**config.mk**
```make
export PLATFORM = sky130hd
export DESIGN_NAME = tff_count_sequencer
export DESIGN_NICKNAME = d
export VERILOG_FILES = /design/src/rtl/tff_seq_pkg.sv /design/src/rtl/tff_bank.sv /design/src/rtl/tff_count_sequencer.sv
export SDC_FILE = /design/constraint.sdc
export NUM_CORES = 1
export LEC_CHECK = 0
export BUFFER_PORTS_ARGS = -buffer_cell sky130_fd_sc_hd__buf_2
export CORE_UTILIZATION = 48
export CTS_CLUSTER_DIAMETER = 100
export DETAILED_ROUTE_END_ITERATION = 16
export GPL_TIMING_DRIVEN = 0
export MAX_ROUTING_LAYER = met4
export PLACE_DENSITY_LB_ADDON = 0.15
export SKIP_CTS_REPAIR_TIMING = 1
export SYNTH_ARGS = -nofsm -noshare
export SYNTH_HDL_FRONTEND = slang
export SYNTH_HIERARCHICAL = 1
export SYNTH_SLANG_ARGS = --single-unit
```
**constraint.sdc**
```tcl
create_clock -name clk -period 1.68 [get_ports clk]
set_clock_uncertainty 0.05 [all_clocks]
set_input_delay 0 -clock clk [delete_from_list [all_inputs] [get_ports clk]]
set_output_delay 0 -clock clk [all_outputs]
set_load 0.01 [all_outputs]
```
**src/rtl/tff_seq_pkg.sv**
```systemverilog
// ============================================================================
// Module  : tff_seq_pkg
// Brief   : Mode encodings and FSM state type for tff_count_sequencer.
// Revision: 1.0 - initial release
// ============================================================================
`default_nettype none

package tff_seq_pkg;

    localparam logic [1:0] MODE_UP  = 2'b00;
    localparam logic [1:0] MODE_DN  = 2'b01;
    localparam logic [1:0] MODE_LD  = 2'b10;
    localparam logic [1:0] MODE_CLR = 2'b11;

    typedef enum logic [1:0] {
        S_IDLE  = 2'd0,
        S_APPLY = 2'd1,
        S_RUN   = 2'd2,
        S_FIN   = 2'd3
    } state_t;

endpackage

`default_nettype wire

```
**src/rtl/tff_bank.sv**
```systemverilog
// ============================================================================
// Module  : tff_bank
// Brief   : WIDTH T flip-flops; each bit toggles when its t_vec bit is set.
// Revision: 1.0 - initial release
// ============================================================================
`default_nettype none

module tff_bank #(
    parameter int WIDTH = 4
) (
    input  logic             clk,
    input  logic             reset,
    input  logic [WIDTH-1:0] t_vec,
    output logic [WIDTH-1:0] q
);

    for (genvar i = 0; i < WIDTH; i++) begin : g_bit
        always_ff @(posedge clk) begin
            if (reset) q[i] <= 1'b0;
            else       q[i] <= q[i] ^ t_vec[i];
        end
    end

endmodule

`default_nettype wire

```
**src/rtl/tff_count_sequencer.sv**
```systemverilog
// ============================================================================
// Module  : tff_count_sequencer
// Brief   : Start/busy/done sequencer driving a T-flip-flop bank as an
//           up/down counter, parallel loader and clear engine.
//           Optional macro TFF_SEQ_HOLD_EN adds a 'hold' input that stalls RUN.
// Revision: 1.0 - initial release
// ============================================================================
`default_nettype none

module tff_count_sequencer
    import tff_seq_pkg::*;
#(
    parameter int WIDTH = 4,
    parameter int LEN_W = 8
) (
    input  logic             clk,
    input  logic             reset,
    input  logic             start,
    input  logic [1:0]       mode,
    input  logic [WIDTH-1:0] load_val,
    input  logic [LEN_W-1:0] run_len,
`ifdef TFF_SEQ_HOLD_EN
    input  logic             hold,
`endif
    output logic             busy,
    output logic             done,
    output logic             wrap,
    output logic [WIDTH-1:0] t_vec,
    output logic [WIDTH-1:0] q
);

    state_t           state_q, state_d;
    logic [1:0]       mode_q, mode_d;
    logic [WIDTH-1:0] target_q, target_d;
    logic [LEN_W-1:0] cnt_q, cnt_d;
    logic             wrap_q, wrap_d;
    logic             w_hold;
    logic [WIDTH-1:0] w_up;
    logic [WIDTH-1:0] w_dn;

`ifdef TFF_SEQ_HOLD_EN
    assign w_hold = hold;
`else
    assign w_hold = 1'b0;
`endif

    // Ripple-style toggle terms: bit i flips once all lower bits are 1 (up) or 0 (down)
    assign w_up[0] = 1'b1;
    assign w_dn[0] = 1'b1;
    for (genvar i = 1; i < WIDTH; i++) begin : g_tog
        assign w_up[i] = w_up[i-1] &  q[i-1];
        assign w_dn[i] = w_dn[i-1] & ~q[i-1];
    end

    always_ff @(posedge clk) begin
        if (reset) begin
            state_q  <= S_IDLE;
            mode_q   <= MODE_UP;
            target_q <= '0;
            cnt_q    <= '0;
            wrap_q   <= 1'b0;
        end else begin
            state_q  <= state_d;
            mode_q   <= mode_d;
            target_q <= target_d;
            cnt_q    <= cnt_d;
            wrap_q   <= wrap_d;
        end
    end

    always_comb begin
        state_d  = state_q;
        mode_d   = mode_q;
        target_d = target_q;
        cnt_d    = cnt_q;
        wrap_d   = 1'b0;
        t_vec    = '0;
        case (state_q)
            S_IDLE: begin
                if (start) begin
                    mode_d   = mode;
                    target_d = load_val;
                    cnt_d    = run_len;
                    if (mode[1])                state_d = S_APPLY;
                    else if (run_len == '0)     state_d = S_FIN;
                    else                        state_d = S_RUN;
                end
            end
            S_APPLY: begin
                t_vec   = q ^ ((mode_q == MODE_LD) ? target_q : '0);
                state_d = S_FIN;
            end
            S_RUN: begin
                if (!w_hold) begin
                    if (mode_q == MODE_DN) begin
                        t_vec  = w_dn;
                        wrap_d = (q == '0);
                    end else begin
                        t_vec  = w_up;
                        wrap_d = (q == '1);
                    end
                    cnt_d = cnt_q - LEN_W'(1);
                    if (cnt_q == LEN_W'(1)) state_d = S_FIN;
                end
            end
            S_FIN: begin
                state_d = S_IDLE;
            end
            default: begin
                state_d = S_IDLE;
            end
        endcase
    end

    assign busy = (state_q != S_IDLE);
    assign done = (state_q == S_FIN);
    assign wrap = wrap_q;

    tff_bank #(
        .WIDTH (WIDTH)
    ) u_bank (
        .clk   (clk),
        .reset (reset),
        .t_vec (t_vec),
        .q     (q)
    );

endmodule

`default_nettype wire
```
# Yosys cells after proc, flatten, opt, wreduce, memory -nomap -nowiden
# Cells that the tools add are included.
op_classes:
  add_sub_neg: 1
  eq_ne: 9
  mux: 11
  bitwise_logic: 13
  reduce_logical: 9
op_table:
  columns: ["operator", "count"]
  rows:
  - ["8-bit case mux with 2 select lines", 1]
  - ["8-bit by 1-bit == test with 1-bit output (second input constant)", 1]
  - ["8-bit logical NOT", 1]
  - ["4-bit 2-to-1 mux", 2]
  - ["8-bit 2-to-1 mux", 1]
  - ["2-bit case mux with 4 select lines", 1]
  - ["4-bit case mux with 2 select lines", 1]
  - ["8-bit by 1-bit subtractor with 8-bit output (second input constant)", 1]
  - ["2-bit == test (second input constant)", 3]
  - ["2-bit 2-to-1 mux", 3]
  - ["2-bit AND reduction", 3]
  - ["1-bit AND", 4]
  - ["2-bit by 1-bit == test with 1-bit output (second input constant)", 2]
  - ["4-bit == test (second input constant)", 1]
  - ["4-bit logical NOT", 1]
  - ["2-bit inequality test (second input constant)", 2]
  - ["1-bit inverter", 4]
  - ["2-bit nonzero test", 2]
  - ["1-bit XOR", 4]
  - ["4-bit XOR", 1]
  - ["2-bit logical NOT", 1]
  - ["1-bit 2-to-1 mux", 2]
  - ["2-bit OR reduction", 1]
totals:
  register_bits: 21
  output_inout_bits: 11
  word_cells: 52

# Logic depth before layout (Yosys ltp)
# Gate-level depths: netlist of the first run.
depth:
  word_depth: 6
  ltp_mapped: 8
  ltp_nobuf: 6

# By module
# The synthesis of the first run kept the hierarchy.
by_module_without_submodules:
  columns: ["mod", "n_inst", "cells_each", "area_each_um2"]
  rows:
  - ["tff_count_sequencer", 1, 148, 1152.4]
  - ["tff_bank", 1, 12, 130.1]

# Worst setup path after synthesis of the first run
# No wires, ideal clock.
synth_path:
  kind: "register to register"
  from: "reg state_q[0]"
  to: "reg u_bank.q[2]"
  setup_ns: 0.115
  arrival_time_ns: 1.911
  t_required_ns: 1.515
  path_slack_ns: -0.396
  path_stages_with_launch: 9
  path_buffers: 2
  cell_sequence: "dfxtp_1 inv_1 ha_1 clkbuf_1 clkbuf_1 o21ai_0 a21boi_0 xnor2_1 nor2_1"
synth_between:
  elab_chain_cells: 3
synth_rtl:
  columns: ["item", "line_no", "rtl"]
  rows:
  - ["start, declared", "tff_count_sequencer.sv:32", "state_t state_q, state_d;"]
  - ["start signal, assigned", "tff_count_sequencer.sv:63", "state_q <= state_d;"]
  - ["2-bit == test or 2-bit by 1-bit == test with 1-bit output (tied branches)", "tff_count_sequencer.sv:78", "case (state_q)"]
  - ["4-bit case mux with 2 select lines (*)", "tff_count_sequencer.sv:78", null]
  - ["net t_vec[2]", "tff_count_sequencer.sv:28", "output logic [WIDTH-1:0] t_vec,"]
  - ["1-bit XOR (*)", "tff_bank.sv:20", "else q[i] <= q[i] ^ t_vec[i];"]
  - ["end signal, assigned by index", "tff_bank.sv:20", null]
  - ["end, declared", "tff_bank.sv:14", "output logic [WIDTH-1:0] q"]
# The timed path passes the listed nets; every way through them passes the cells marked *.
# A chain may end at the register's enable or synchronous reset.

# Worst setup path after layout of the first run
layout_path:
  from: "reg cnt_q[2]"
  to: "reg cnt_q[3]"
layout_between:
  elab_chain_cells: 2
layout_rtl:
  columns: ["item", "line_no", "rtl"]
  rows:
  - ["start, declared", "tff_count_sequencer.sv:35", "logic [LEN_W-1:0] cnt_q, cnt_d;"]
  - ["start signal, assigned", "tff_count_sequencer.sv:66", "cnt_q <= cnt_d;"]
  - ["8-bit by 1-bit subtractor with 8-bit output", "tff_count_sequencer.sv:102", "cnt_d = cnt_q - LEN_W'(1);"]
  - ["8-bit case mux with 2 select lines", "tff_count_sequencer.sv:78", null]
# No other way between the ends.

==> flow_summary.yaml, run 1 <==
status:
  violations: "negative hold slack"
  status: "finished with violations"
critical_path:
  reg2reg_from: "cnt_q[2]"
  r2r_slack_ns: 0.06
  critPathKind: "reg -> reg"
  cp-end-kind: "register"
  startpoint_type: "register"
  critPathRequiredTime_ns: 1.86
  critical_path_peak_fanout: 7
  r2r_end: "cnt_q[3]"
  critPathLaunch: "cnt_q[2]"
  r2r_cells: 4
  crit_arrival_ns: 1.81
sta:
  holdWs_ns: -0.00510
  max_freq_ghz: 0.616
  relSlewSlack_pct: 64.4
  fin_crit_ns: 1.62
  finalSetupViolations: 0
  hold_violations: 1
  final_max_slew_viol_count: 0
  period_share_pct: 96.6
  rsz0062_at_grt: "true"
  tightestPinTransition_ns: 0.527
logic_synthesis:
  syn-num-nets: 184
  yosys.area_share.simple_pct: 24.5
  postSynthCellCount: 160
  netlist_top_cells_count: "dfxtp_1 (21), a21oi_1 (17), nor2_1 (14), nand2_1 (13)"
  synth_compound_area_share_pct: 22.6
  synth_xor_area_share_pct: 6.15
  synthDistinctLibCells: 40
  synth_fa_ha_area_share_pct: 6.83
  yosys.area.top_type: "dfxtp_1"
  muxShareOfSynthArea_pct: 2.34
  ys_warn_count: 6
  synth_top_family_by_area: "simple AND/OR/NAND/NOR gates"
  netlist_area_sq_um: 1280
  async_reset_ff_share_pct: 0
  synth_top_area_share_pct: 32.8
  avgSynthCellArea_sq_um: 8.02
  synth_edf_count: 0
  synthMostInstantiatedCell: "dfxtp_1"
  synth_flop_cell: "dfxtp_1"
  ys_seq_area_share_pct: 32.8
  ys_ff_latch: 21
  synth_area_leaders: "dfxtp_1 (33%), ha_1 (6.8%), a21oi_1 (6.6%), xnor2_1 (5.5%), nor2_1 (4.1%)"
final_layout:
  n_antenna_cell: 0
  area_growth_pct: 35.5
  layout-drive-gt1-share_pct: 32.3
  fin_cells: 231
  final_core_util_pct: 69.5
  fillers: 205
  seq_area_sq_um: 437
  multi_input_area_sq_um: 903
  fin_nets: 226
clock_network:
  ctsHtreeMaxLevel: 1
  cts.path.max_buffers: 2
  clk_pin_slew_ns: 0.12
  cts_root_buf: "clkbuf_4"
  numCtsBuffers: 3
  insertion_delay_ns: 0.31
  cts_tree: "done"
  cts_sinks: 21
grt:
  grt_max_degree: 12
  overflow: 0
  grt_antenna_before_repair: 0
  grt_pass1_wl_um: 4540
  grt_usage_pct: 22.3
  grt_pass1_vias: 1031
drt:
  drtAntennaViolNets: 0
  num_vias: 1306
  drc_errors: 0
  first_pass_iters: 4
  routedWlPerCell_um: 14.2
  routed_via_density: 5.65
  finalWirelength_um: 3290
  drtIter0Drc: 48
placed_design:
  place_inst: 216
  port_buffers: 26
  hpwl_um: 2240
  gp_congestion: 0.845
power:
  seqPwrFrac_pct: 32.1
  intPower_w: 0.00144
  p_switching_w: 0.00111
  pwr-share-comb_pct: 58.0
  p_leak_nw: 0.677
  sw_frac_of_total_pct: 43.6
  powerDensity_nw_per_um2: 1470
  peakVddDrop_v: 0.000930
  clockPowerShare_pct: 9.9
die:
  rows: 18
  core_area_sq_um: 2500
  dieHeight_um: 53.7
  fp.dieArea_sq_um: 2880
  initial_core_util_pct: 51.3
  die_width_um: 53.7
  ioPinCount: 28
worst_hold_path:
  hp-start: "run_len[5]"
  worst_hold_path.endpoint: "cnt_q[5]"
  worstHoldPathType: "in -> reg"
  hold-path-cell-count: 4
flow_run:
  maxCapViolCount: 0
==> metal layers <==
metal	track usage, %	part of all wire [%]	up-vias
li1	-	-	649
met5	-	0	-
met3	3.95	6.2	12
met4	10.5	2.4	0
met1	29.1	45	584
met2	33.1	47	61
==> critical path: stages, from the launching register on <==
cell and delay (ns):
dfxtp_1 0.40, nor3_1 0.44, nand2_1 0.14, or3_1 0.34, a31oi_1 0.17
==> cells in the final DEF, fill, tap and decap left out, drive strengths merged, types with 2 or more instances in the layout <==
cell / n
nand3: 8
nand3b: 5
nor4: 3
inv: 8
o41ai: 2
a21boi: 2
clkbuf: 8
ha: 7
a21oi: 17
dlygate4sd3: 8
buf: 33
nor3: 5
dfxtp: 21
mux2i: 3
nor3b: 2
o21ai: 9
a211oi: 2
xnor2: 8
nand2: 13
a31oi: 2
nor2b: 7
nor2: 14
==> worst max-delay path by stage <==
stage,to,slack [ns],cells after the start
global placement,cnt_q[4],-0.18,8
finish,cnt_q[3],0.06,4
floorplan,cnt_q[4],0.004,8
detailed placement,cnt_q[4],-0.24,8
CTS,t_vec[2],-0.31,7
global route,cnt_q[3],-0.07,4
==> registers in the layout, indices dropped and copies added, names as in the netlist <==
name and count:
cnt_q 8, mode_q 2, state_q 2, target_q 4, u_bank/q 4, wrap 1
==> metrics by stage <==
step           TNS [ns]  setup WS, ns  instance area, sq um  total power (W)
2_1_floorplan         0       0.00374                  1310          0.00167
3_3_place_gp     -0.890        -0.183                  1470          0.00191
3_5_place_dp      -1.75        -0.237                  1470          0.00195
4_1_cts           -3.42        -0.306                  1500          0.00220
5_1_grt          -0.121       -0.0723                  1740          0.00272
6_report              0        0.0570                  1740          0.00256
==> kinds of logic after synthesis <==
logic type | after synthesis
adders and majority gates | 7
xor gates and xnor gates | 9
DFF | 21
muxes | 3
AOI/OAI and AO/OA | 43
and+or+nand+nor | 61
buffers and inverters | 16
==> cell type report <==
cell class                 count  area share [%]
buffer                         8            3.96
tap                           30            2.16
inverter                       8            1.87
sequential                    21            25.1
timing repair buffer          37            13.4
multi-input combinational    123            52.0
clock buffer                   4            1.51
==> power groups by stage <==
stage / Clock, W / Sequential (W) / Combinational, W
4_1_cts: 0.000257 / 0.000793 / 0.00116
5_1_grt: 0.000271 / 0.000838 / 0.00161
3_3_place_gp: 0 / 0.000795 / 0.00112
3_5_place_dp: 0 / 0.000804 / 0.00115
2_1_floorplan: 0 / 0.000773 / 0.000897
6_report: 0.000254 / 0.000820 / 0.00148
No activity file was read; power rests on OpenSTA's default activity.
==> inputs of run 2 (changes only) <==
- clock period: 1.68 -> 1.4 ns (I/O delays scaled with it)
==> flow_summary.yaml, run 2 (synthesized netlist as in run 1, its figures left out) <==
critical_path:
  crit_arrival_ns: 1.93
  cp.depth: 4
  startpoint_type: "register"
  cp_top_family: "compound AO/OA/AOI/OAI gates"
  slowest_stage: "or4_4"
  r2r_slack_ns: -0.35
  critPathKind: "reg -> reg"
  critical_path_peak_fanout: 3
  r2r_cells: 4
  r2r_end: "cnt_q[7]"
  crit_chain: "or4_4 -> o41ai_2 -> a21oi_1 -> a2111oi_2"
  crit_buf_inv: 0
  max_stage_delay_ns: 0.54
  reg2reg_from: "cnt_q[4]"
  cp-end-kind: "register"
  critPathRequiredTime_ns: 1.57
die:
  fp.dieArea_sq_um: 2880
  core_area_sq_um: 2500
  dieHeight_um: 53.7
  ioPinCount: 28
  rows: 18
  die_width_um: 53.7
  initial_core_util_pct: 51.3
sta:
  tightestPinTransition_ns: 0.504
  hold_violations: 0
  fin_crit_ns: 1.75
  finalSetupTns_ns: -2.46
  finalSetupViolations: 18
  period_share_pct: 125
  worst_slack_ns: -0.355
  final_max_slew_viol_count: 0
  relSlewSlack_pct: 66.4
  rsz0062_at_grt: "true"
  max_freq_ghz: 0.570
drt:
  drtAntennaViolNets: 0
  routedWlPerCell_um: 15.6
  drc_errors: 0
  drtIter0Drc: 46
  routed_via_density: 5.75
  finalWirelength_um: 3780
  num_vias: 1392
  first_pass_iters: 6
power:
  peakVddDrop_v: 0.00124
  p_total_w: 0.00350
  powerDensity_nw_per_um2: 1800
  p_leak_nw: 0.763
worst_hold_path:
  worstHoldPathType: "in -> reg"
  worst_hold_path.endpoint: "cnt_q[5]"
  hp-start: "run_len[5]"
  hold-path-cell-count: 4
final_layout:
  seq_area_sq_um: 445
  largest_register: "cnt_q"
  area_growth_pct: 51.5
  layout-drive-gt1-share_pct: 40.6
  fillers: 177
  reg_top3: "cnt_q (8), target_q (4), u_bank/q (4)"
  n_antenna_cell: 0
  final_common_cell: "buf_2"
  multi_input_area_sq_um: 958
  final_area_sq_um: 1940
  final_cell_mix: "buf_2 (27), a21oi_1 (15), nor2_1 (14), dfxtp_1 (13), nand2_1 (12)"
  largest_register_ffs: 8
  fin_nets: 237
  fin_cells: 242
grt:
  grt_antenna_before_repair: 0
  grt_max_degree: 12
  grt_usage_pct: 26.2
  grt_pass1_vias: 1171
  overflow: 0
  grt_pass1_wl_um: 5340
clock_network:
  cts_root_buf: "clkbuf_4"
  clk_pin_slew_ns: 0.12
  insertion_delay_ns: 0.31
  cts_tree: "done"
  ctsHtreeMaxLevel: 1
  cts_sinks: 21
  cts.path.max_buffers: 2
  numCtsBuffers: 3
placed_design:
  hpwl_um: 2420
  place_ws_ns: -0.280
  port_buffers: 26
  place_area_sq_um: 1590
  place_inst: 216
  gp_congestion: 0.902
flow_run:
  maxCapViolCount: 0
status:
  status: "finished with violations"
  violations: "negative setup slack"
==> run 2: worst register-to-register path: cells and delay by family (launching register included) <==
kind | cells | cell delay (ns)
and+or+nand+nor | 1 | 0.54
AOI/OAI and AO/OA | 3 | 0.71
DFF | 1 | 0.37
==> run 2: layout make-up <==
class / count / share of cell area, %
multi-input combinational: 123 / 49.3
buffer: 8 / 3.93
tap: 30 / 1.93
timing repair buffer: 48 / 18.7
inverter: 8 / 1.80
sequential: 21 / 22.9
clock buffer: 4 / 1.35
==> run 2: worst max-delay path by stage <==
stage | start | endpoint
2_1_floorplan | cnt_q[4] | cnt_q[7]
3_3_place_gp | cnt_q[4] | cnt_q[7]
3_5_place_dp | cnt_q[4] | cnt_q[7]
4_1_cts | state_q[0] | t_vec[2]
5_1_grt | cnt_q[6] | cnt_q[7]
6_report | cnt_q[4] | cnt_q[7]
==> run 2: per-stage QoR <==
step	hold slack (ns)	util, %
floorplan	0.0127	-
global placement	0.171	63.8
detailed placement	0.183	63.8
CTS	-0.164	64.8
global route	0.000710	77.7
finish	0.00199	77.7
==> run 2: power by group <==
| part | switching (W) | leakage [nW] | internal [W] | total (W) |
|---|---|---|---|---|
| combinational | 0.00105 | 0.571 | 0.00112 | 0.00217 |
| sequential | 0.000229 | 0.177 | 0.000787 | 0.00102 |
| clock | 0.000200 | 0.0150 | 0.000112 | 0.000311 |
==> run 2: routing by layer <==
layer	vias up	wire length, um	part of all wire (%)	global-route usage [%]
li1	673	-	-	-
met1	663	1620	43	33.7
met2	50	1930	51	41.8
met3	6	180	4.8	4.52
met4	0	44	1.2	7.46
met5	-	0	0	-
==> inputs of run 3 (changes only) <==
- CORE_MARGIN: unset -> 3
==> flow_summary.yaml, run 3 (synthesized netlist as in run 1, its figures left out) <==
critical_path:
  critPathRequiredTime_ns: 1.58
  startpoint_type: "register"
  crit_arrival_ns: 1.93
  critical_path_peak_fanout: 6
  max_stage_delay_ns: 0.56
  slowest_stage: "or4_4"
  cp-end-kind: "register"
  crit_chain: "or4_4 -> o41ai_4 -> a21oi_2 -> a2111oi_4"
  critPathKind: "reg -> reg"
clock_network:
  cts_sinks: 21
  numCtsBuffers: 3
  clk_pin_slew_ns: 0.13
  cts_root_buf: "clkbuf_4"
  cts.path.max_buffers: 2
  ctsHtreeMaxLevel: 1
  cts_tree: "done"
  insertion_delay_ns: 0.32
power:
  clockPowerShare_pct: 9.0
  seqPwrFrac_pct: 29.0
  peakVddDrop_v: 0.00127
  p_switching_w: 0.00156
  pwr-share-comb_pct: 62.0
  p_leak_nw: 0.758
  powerDensity_nw_per_um2: 1850
  intPower_w: 0.00201
  sw_frac_of_total_pct: 43.8
grt:
  grt_pass1_vias: 1206
  grt_max_degree: 13
  grt_antenna_before_repair: 0
  overflow: 0
  met1_usage_pct: 27.8
  use_met2_pct: 31.3
  use_met3_pct: 4.01
  grt_usage_pct: 21.0
  grt_pass1_wl_um: 5290
  top_usage_layer: "met2"
die:
  fp.dieArea_sq_um: 3330
  die_width_um: 57.7
  ioPinCount: 28
  dieHeight_um: 57.7
  initial_core_util_pct: 51.3
  core_area_sq_um: 2500
  rows: 18
placed_design:
  place_inst: 216
  port_buffers: 26
  gp_congestion: 0.817
  hpwl_um: 2380
  place_ws_ns: -0.289
drt:
  routed_via_density: 5.71
  drc_errors: 0
  num_vias: 1377
  routedWlPerCell_um: 16.1
  first_pass_iters: 4
  drtIter0Drc: 94
  drtAntennaViolNets: 0
  finalWirelength_um: 3870
final_layout:
  area_growth_pct: 50.8
  fin_nets: 236
  layout-drive-gt1-share_pct: 41.7
  fin_cells: 241
  n_antenna_cell: 0
  fillers: 173
  largest_register: "cnt_q"
  reg_top3: "cnt_q (8), target_q (4), u_bank/q (4)"
  largest_register_ffs: 8
  final_cell_mix: "buf_2 (26), nor2_1 (14), a21oi_1 (14), dfxtp_1 (14)"
  final_common_cell: "buf_2"
sta:
  fin_crit_ns: 1.75
  relSlewSlack_pct: 65.4
  worst_slack_ns: -0.350
  period_share_pct: 125
  final_max_slew_viol_count: 0
  max_freq_ghz: 0.571
  hold_violations: 1
  finalSetupViolations: 18
  rsz0062_at_grt: "true"
  holdWs_ns: -0.00596
  tightestPinTransition_ns: 0.519
flow_run:
  maxCapViolCount: 0
worst_hold_path:
  worstHoldPathType: "in -> reg"
status:
  status: "finished with violations"
  violations: "negative hold slack, negative setup slack"
-- run 3: path summary, 6_finish.rpt --
check / from / endpoint / slack, ns / cells after the start
worst max-delay path: cnt_q[4] / cnt_q[7] / -0.35 / 4
worst min-delay path: run_len[5] / cnt_q[5] / -0.006 / 4
worst max register to register: cnt_q[4] / cnt_q[7] / -0.35 / 4
worst min register to register: target_q[2] / target_q[2] / 0.43 / 2
-- run 3: power by group through the flow --
stage               registers, W  clock network, W  logic [W]
detailed placement      0.000996                 0    0.00162
global placement        0.000986                 0    0.00158
floorplan               0.000958                 0    0.00129
global route             0.00106          0.000340    0.00237
finish                   0.00104          0.000322    0.00221
CTS                     0.000983          0.000320    0.00164
-- run 3: routing by layer --
layer  part of all wire, %  wire, um  up-vias
met5                     0         0        -
met2                    50      1930       46
li1                      -         -      672
met3                   5.4       208        6
met4                   1.0        40        0
met1                    44      1700      653
-- run 3: critical path: cells and delay by family, from the launching register on --
| kind | cells | cell delay, ns |
|---|---|---|
| flip-flops | 1 | 0.37 |
| AND/OR/NAND/NOR | 1 | 0.56 |
| AO/OA/AOI/OAI | 3 | 0.68 |
-- run 3: area by class of cell --
cell class | instances | area, sq um | area share (%)
Buffer | 8 | 88.8 | 4.59
Clock buffer | 3 | 22.5 | 1.16
Clock inverter | 1 | 5.00 | 0.259
Inverter | 8 | 32.5 | 1.68
Multi-Input combinational cell | 123 | 1000 | 51.7
Sequential cell | 21 | 437 | 22.6
Tap cell | 30 | 37.5 | 1.94
Timing Repair Buffer | 47 | 312 | 16.1
-- run 3: through the flow --
stage / power (W) / setup TNS (ns) / area [sq um] / hold slack (ns) / util [%]
2_1_floorplan: 0.00225 / -0.506 / 1430 / 0.0127 / -
4_1_cts: 0.00294 / -3.44 / 1620 / -0.157 / 64.9
6_report: 0.00357 / -2.83 / 1930 / -0.00596 / 77.4
3_3_place_gp: 0.00257 / -1.41 / 1590 / 0.177 / 63.8
3_5_place_dp: 0.00262 / -1.76 / 1590 / 0.184 / 63.8
5_1_grt: 0.00378 / -4.19 / 1930 / 0.0229 / 77.4
